[config.mk]
export PLATFORM = sky130hd
export DESIGN_NAME = bit_count_unit_flat
export DESIGN_NICKNAME = d
export VERILOG_FILES = /design/src/rtl/bit_count_pkg.sv /design/src/rtl/bit_count_if.sv /design/src/rtl/bit_count_cix_core.sv /design/src/rtl/bit_count_unit.sv /design/src/flat_wrapper.sv
export SDC_FILE = /design/constraint.sdc
export NUM_CORES = 1
export LEC_CHECK = 0
export CORE_MARGIN = 2
export CORE_UTILIZATION = 50
export CTS_BUF_LIST = sky130_fd_sc_hd__clkbuf_4 sky130_fd_sc_hd__clkbuf_8 sky130_fd_sc_hd__clkbuf_16
export CTS_CLUSTER_DIAMETER = 200
export DETAILED_ROUTE_END_ITERATION = 7
export PLACE_DENSITY = 0.8
export SYNTH_ARGS = -nofsm -noshare
export SYNTH_HDL_FRONTEND = slang
export SYNTH_HIERARCHICAL = 1
export SYNTH_SLANG_ARGS = --single-unit
[constraint.sdc]
create_clock -name clock -period 2.79 [get_ports clock]
set_clock_uncertainty 0.2 [all_clocks]
set_input_delay 0.4185 -clock clock [delete_from_list [all_inputs] [get_ports clock]]
set_output_delay 0.4185 -clock clock [all_outputs]
set_load 0.03 [all_outputs]
[src/rtl/bit_count_pkg.sv]
// Shared definitions for the bit counter: default width order
// and {left,right} mode encodings.
package bit_count_pkg;

   localparam int ORDER_DEF = 3;

   typedef enum logic [1:0] {
      MODE_NONE  = 2'b00,
      MODE_CTZ   = 2'b01,
      MODE_CLZ   = 2'b10,
      MODE_TOTAL = 2'b11
   } mode_e;

   function automatic mode_e mode_of(input logic left, input logic right);
      return mode_e'({left, right});
   endfunction

endpackage

[src/rtl/bit_count_if.sv]
// Operand/result bundle between the requester and the bit counter.
// Master issues operands, slave returns registered results.
interface bit_count_if
   import bit_count_pkg::*;
#(
   parameter int ORDER = ORDER_DEF
);

   localparam int W = 2 ** ORDER;

   logic             valid_i;
   logic             left;
   logic             right;
   logic             invert;
   logic [W-1:0]     data;
   logic             valid_o;
   logic [ORDER:0]   count;
   logic             zero;

   modport master (
      output valid_i, left, right, invert, data,
      input  valid_o, count, zero
   );

   modport slave (
      input  valid_i, left, right, invert, data,
      output valid_o, count, zero
   );

endinterface

[src/rtl/bit_count_cix_core.sv]
// Combinational zero counter: balanced tree yielding leading,
// trailing and total zero counts, then a mode mux.
module cix_core
   import bit_count_pkg::*;
#(
   parameter int ORDER = ORDER_DEF
) (
   input  logic                  left,
   input  logic                  right,
   input  logic [2**ORDER-1:0]   x,
   output logic [ORDER:0]        count,
   output logic                  zero
);

   localparam int W = 2 ** ORDER;

   typedef logic [ORDER:0] cnt_t;

   // Heap layout: node i has lo child 2i and hi child 2i+1;
   // leaves W..2W-1 map to bits 0..W-1.
   cnt_t           lead  [1:2*W-1];
   cnt_t           trail [1:2*W-1];
   cnt_t           total [1:2*W-1];
   logic [2*W-1:1] z;

   for (genvar b = 0; b < W; b++) begin : g_leaf
      assign lead[W+b]  = {{ORDER{1'b0}}, ~x[b]};
      assign trail[W+b] = {{ORDER{1'b0}}, ~x[b]};
      assign total[W+b] = {{ORDER{1'b0}}, ~x[b]};
      assign z[W+b]     = ~x[b];
   end

   for (genvar d = 0; d < ORDER; d++) begin : g_lvl
      localparam cnt_t HALF = cnt_t'(W >> (d + 1));
      for (genvar k = 0; k < 2 ** d; k++) begin : g_node
         localparam int I  = (2 ** d) + k;
         localparam int LO = 2 * I;
         localparam int HI = 2 * I + 1;

         assign lead[I]  = z[HI] ? HALF + lead[LO]  : lead[HI];
         assign trail[I] = z[LO] ? HALF + trail[HI] : trail[LO];
         assign total[I] = total[HI] + total[LO];
         assign z[I]     = z[HI] & z[LO];
      end
   end

   always_comb begin
      count = '0;
      unique case (mode_of(left, right))
         MODE_CLZ:   count = lead[1];
         MODE_CTZ:   count = trail[1];
         MODE_TOTAL: count = total[1];
         MODE_NONE:  count = '0;
         default:    count = '0;
      endcase
   end

   assign zero = z[1];

endmodule

[src/rtl/bit_count_unit.sv]
// Registered clz/ctz/popcount unit: optional operand inversion,
// combinational tree core, one result per cycle.
module bit_count_unit
   import bit_count_pkg::*;
#(
   parameter int ORDER = ORDER_DEF
) (
   input logic       clock,
   input logic       reset,
   bit_count_if.slave bus
);

   localparam int W = 2 ** ORDER;

   logic [W-1:0]   x;
   logic [ORDER:0] core_count;
   logic           core_zero;

   assign x = bus.invert ? ~bus.data : bus.data;

   cix_core #(
      .ORDER (ORDER)
   ) u_core (
      .left  (bus.left),
      .right (bus.right),
      .x     (x),
      .count (core_count),
      .zero  (core_zero)
   );

   always_ff @(posedge clock or posedge reset) begin
      if (reset) begin
         bus.valid_o <= 1'b0;
         bus.count   <= '0;
         bus.zero    <= 1'b0;
      end else begin
         bus.valid_o <= bus.valid_i;
         if (bus.valid_i) begin
            bus.count <= core_count;
            bus.zero  <= core_zero;
         end
      end
   end

endmodule

[src/flat_wrapper.sv]
// flat-port wrapper written by rule: the top's interface ports become plain ports
module bit_count_unit_flat import bit_count_pkg::*;
#(
   parameter int ORDER = ORDER_DEF
)
  (clock, reset, bus_valid_i, bus_left, bus_right, bus_invert, bus_data, bus_valid_o, bus_count, bus_zero);
  bit_count_if #(.ORDER(ORDER)) bus_i ();
  input logic clock;
  input logic reset;
  input wire logic [$bits(bus_i.valid_i)-1:0] bus_valid_i;
  input wire logic [$bits(bus_i.left)-1:0] bus_left;
  input wire logic [$bits(bus_i.right)-1:0] bus_right;
  input wire logic [$bits(bus_i.invert)-1:0] bus_invert;
  input wire logic [$bits(bus_i.data)-1:0] bus_data;
  output wire logic [$bits(bus_i.valid_o)-1:0] bus_valid_o;
  output wire logic [$bits(bus_i.count)-1:0] bus_count;
  output wire logic [$bits(bus_i.zero)-1:0] bus_zero;
  assign bus_i.valid_i = bus_valid_i;
  assign bus_i.left = bus_left;
  assign bus_i.right = bus_right;
  assign bus_i.invert = bus_invert;
  assign bus_i.data = bus_data;
  assign bus_valid_o = bus_i.valid_o;
  assign bus_count = bus_i.count;
  assign bus_zero = bus_i.zero;
  bit_count_unit #(.ORDER(ORDER)) u_core (.clock(clock), .reset(reset), .bus(bus_i));
endmodule
-- Yosys cells after proc, flatten, opt, wreduce, memory -nomap -nowiden
Index checks and enable logic that the tools add are counted.
- equal/unequal tests: 3
- reductions and logical operators: 1
- add/sub/neg operators: 21
- mux-type cells: 16
- bitwise gates (word level): 16
- operators with widths (cell ; number):
    4-bit 2-to-1 mux ; 6
    1-bit by 1-bit adder with 2-bit output (first input constant) ; 8
    2-bit by 4-bit adder with 4-bit output (first input constant) ; 4
    2-bit 2-to-1 mux ; 8
    4-bit case mux with 4 select lines ; 1
    4-bit adder ; 3
    1-bit by 1-bit adder with 2-bit output ; 4
    3-bit by 4-bit adder with 4-bit output (first input constant) ; 2
    8-bit 2-to-1 mux ; 1
    1-bit inverter ; 8
    8-bit inverter ; 1
    1-bit AND ; 7
    2-bit == test (second input constant) ; 2
    2-bit by 1-bit == test with 1-bit output (second input constant) ; 1
    2-bit logical NOT ; 1
- logic and storage cells: 60
- bits in registers: 6
- output and inout port bits: 6

-- Longest topological paths before layout
- word-level depth: 10
- depth in mapped cells: 16
- gate-level depth less buffers: 14

-- By module
Netlist, hierarchy kept.
- by module, submodules not included (module ; seq. area each (µm²) ; cells an instance ; instances ; area each (µm²)):
    cix_core ; 0.0 ; 69 ; 1 ; 560.5
    bit_count_unit ; 150.1 ; 21 ; 1 ; 287.8

-- Worst setup path before layout
OpenSTA, ideal clock, no wires.
- path kind: input-to-reg
- from: input bus_invert
- to: register u_core.bus.count[2]
- stages: 16
- data arrival time: 3.305 ns
- setup slack: -0.840 ns
- buffers on the path: 2
- cell sequence: buf_4 xor2_1 inv_1 ha_1 buf_6 inv_1 fa_1 fa_1 inv_1 ha_1 inv_1 fa_1 nor2_1 o21ai_0 o21ai_0 mux2_2
- RTL lines (element ; RTL line ; text):
    from (decl) ; flat_wrapper.sv:13 ; input wire logic [$bits(bus_i.invert)-1:0] bus_invert;
    8-bit 2-to-1 mux * ; bit_count_unit.sv:19 ; assign x = bus.invert ? ~bus.data : bus.data;
    net u_core.x[2] ; bit_count_unit.sv:15 ; logic [W-1:0] x;
    branches (longest 6 deep; another with 4-bit adder) ; -- ;
    4-bit case mux with 4 select lines * ; bit_count_cix_core.sv:49 ; unique case (mode_of(left, right))
    net u_core.core_count[2] ; bit_count_unit.sv:16 ; logic [ORDER:0] core_count;
    to (signal assigned) ; bit_count_unit.sv:39 ; bus.count <= core_count;
    to (decl) ; bit_count_if.sv:27 ; output valid_o, count, zero
Mark *: on every way through the listed nets, which the timed path passes.
A chain may end at the register's enable or synchronous reset.

-- Worst setup path in the final report
Same ends and word-level chain as after synthesis.

==> results.py <==
metrics = {
    "outcome": {
        "failed_checks": "setup timing",
        "status": "finished with violations",
    },
    "drt": {
        "drtIter0Drc": 95,
        "routed_wl_um": 3910,
        "drc_errors": 0,
        "antenna_left": 0,
        "dr_total_vias": 994,
        "first_pass_iters": 6,
        "via_per_inst": 6.10,
        "wl_per_cell_um": 24.0,
    },
    "synthesis": {
        "synth_enable_flop_cells": 0,
        "yosysSeqAreaShare_pct": 17.7,
        "ys_async_sr_fraction_pct": 100,
        "synth_nets": 125,
        "ys_warn_count": 6,
        "ys_types": 22,
        "synth_flop_cell": "dfrtp_1",
        "syn_avg_cell_area_um2": 9.43,
        "syn-cell-area_um2": 848,
        "synthCells": 90,
        "ys_ff_latch": 6,
    },
    "place": {
        "dpl.hpwl_um": 1710,
        "port-buffer-count": 19,
        "place_area_mm2": 0.00126,
        "gp_congestion": 0.808,
    },
    "critical_path": {
        "crit_chain": "buf_16 > xor2_2 > inv_2 > ha_4 > inv_1 > fa_2 > fa_1 > inv_2 > ha_4 > inv_2 > fa_1 > nor2_1 > o21ai_1 > o21ai_1 > mux2_4",
        "crit_arrival_ns": 3.52,
        "path_class": "primary input to register",
        "crit_top_cell": "inv_2",
        "r2r_start": "u_core/bus.zero",
        "crit_required_ns": 2.72,
        "rr_worst_depth": 1,
        "r2r_slack_ns": 1.81,
        "cp_top_family": "adder cells",
        "slowest_stage": "fa_1",
        "cpPeakStageDelay_ns": 0.51,
        "critPathCaptureType": "register",
        "regToRegEndpoint": "u_core/bus.zero",
        "critical_path_buf_inv_count": 5,
        "crit_path_max_fanout": 7,
        "cp-start-kind": "primary input",
    },
    "sta": {
        "hold_viol": 0,
        "relSlewSlack_pct": 76.6,
        "fmax_mhz": 279,
        "period_needed_ns": 3.59,
        "rsz0062_at_grt": "yes",
        "finalSetupViolCount": 3,
        "whs_ns": 0.181,
        "period_share_pct": 129,
        "worst_pin_slew_ns": 0.350,
        "finalMaxSlewViolations": 0,
        "finalWorstSetupSlack_ns": -0.798,
    },
    "power_and_ir_drop": {
        "powerDensity_mw_per_mm2": 483,
        "power_uw": 727,
        "power.leakage_nw": 0.751,
        "peakVddDrop_uv": 330,
    },
    "hold_path": {
        "hp-class": "primary input to asynchronous set/reset pin",
    },
    "final_layout": {
        "drive_gt1_share_pct": 55.8,
        "final_common_cell": "buf_4",
        "fillers": 19,
        "layout_common_cells": "buf_4 (38), inv_2 (13), ha_1 (13)",
        "multi_input_area_um2": 768,
        "stdcell_area_mm2": 0.00151,
        "area_delta_synth_final_pct": 77.6,
        "fin_nets": 184,
        "diodes": 0,
        "regArea_um2": 150,
    },
    "floorplan": {
        "die-area_mm2": 0.00204,
        "fp-row-count": 14,
        "start_util_pct": 55.0,
        "dieWidth_um": 45.2,
        "io_pins": 20,
        "core_mm2": 0.00154,
        "die_h_um": 45.2,
    },
    "grt": {
        "antenna_found_initial": 0,
        "grt_overflow": 0,
        "grt_pass1_wl_um": 4260,
        "track_usage_pct": 29.9,
        "grt_max_degree": 8,
        "grt_pass1_vias": 981,
    },
    "clock_tree": {
        "numCtsBuffers": 3,
        "ctsHoldBuffers": 0,
        "cts.sinks": 6,
        "path_clk_slew_ns": 0.06,
        "insertion_delay_ns": 0.26,
        "cts_root_buf": "clkbuf_4",
        "htreeDepth": 1,
        "ctsLongestPathBuffers": 2,
        "cts_tree": "yes",
    },
    "flow_run": {
        "cap_violations": 0,
    },
}
[registers in the layout, indices dropped and copies added (netlist names)]
signal              flops
u_core/bus.count        4
u_core/bus.zero         1
u_core/bus.valid_o      1
[cells by family after synthesis]
| kind of cell | synth area share, % |
|---|---|
| compound gates | 9.88 |
| xor+xnor | 8.26 |
| fa+ha+maj | 34.5 |
| buf+inv | 12.5 |
| flops | 17.7 |
| mux | 13.1 |
| simple gates | 3.98 |
[layer usage]
| layer | vias to the layer above | track usage, % | share of wire (%) |
|---|---|---|---|
| met3 | 41 | 7.20 | 10 |
| li1 | 394 | - | - |
| met2 | 105 | 62.3 | 49 |
| met4 | 0 | 15.3 | 9.8 |
| met1 | 454 | 24.5 | 31 |
| met5 | - | 0 | 0 |
[cells in the mapped netlist (all sizes together), types with 2 or more instances]
library cell / instances / area share [%]
inv: 22 / 9.7
ha: 17 / 25
xor2: 8 / 8.3
dfrtp: 6 / 18
mux2: 6 / 8.4
o21ai: 6 / 4.0
fa: 4 / 9.4
mux2i: 4 / 4.7
nand3: 3 / 1.8
a21oi: 2 / 1.2
a22o: 2 / 2.1
buf: 2 / 2.2
nor2: 2 / 0.89
[what timing repair did]
action,CTS,global route
setup buffers,10,5
pin swaps,17,15
setup endpoints to repair,4,4
resized for setup,36,23
[worst max path at each step]
stage / startpoint / end / slack (ns) / depth (start not counted)
2_1_floorplan: bus_invert / u_core/bus.count[2] / -0.66 / 15
3_3_place_gp: bus_invert / u_core/bus.count[2] / -1.24 / 16
3_5_place_dp: bus_invert / u_core/bus.count[2] / -1.44 / 16
4_1_cts: bus_invert / u_core/bus.count[2] / -0.60 / 16
5_1_grt: bus_data[0] / u_core/bus.count[2] / -0.91 / 14
6_report: bus_invert / u_core/bus.count[2] / -0.80 / 15
[stage by stage]
stage	setup slack (ns)	util [%]	setup TNS, ns	cells
6_report	-0.798	97.7	-1.58	163
3_5_place_dp	-1.44	81.9	-4.59	146
2_1_floorplan	-0.661	-	-1.47	90
5_1_grt	-0.909	97.7	-1.97	163
4_1_cts	-0.599	92.9	-1.18	159
3_3_place_gp	-1.24	81.9	-3.83	146
[power by group]
| group | total (mW) | leakage, nW | switching, mW | internal [mW] |
|---|---|---|---|---|
| Sequential | 0.112 | 0.0787 | 0.00990 | 0.102 |
| Clock | 0.0891 | 0.0138 | 0.0398 | 0.0493 |
| Combinational | 0.527 | 0.658 | 0.274 | 0.253 |
[layout make-up]
type | count | share of cell area (%)
multi-input combinational | 59 | 51.0
timing repair buffer | 57 | 30.7
clock buffer | 3 | 1.50
tap | 16 | 1.33
sequential | 6 | 9.97
inverter | 22 | 5.48
Note: power is estimated with default switching activity, not from simulation.
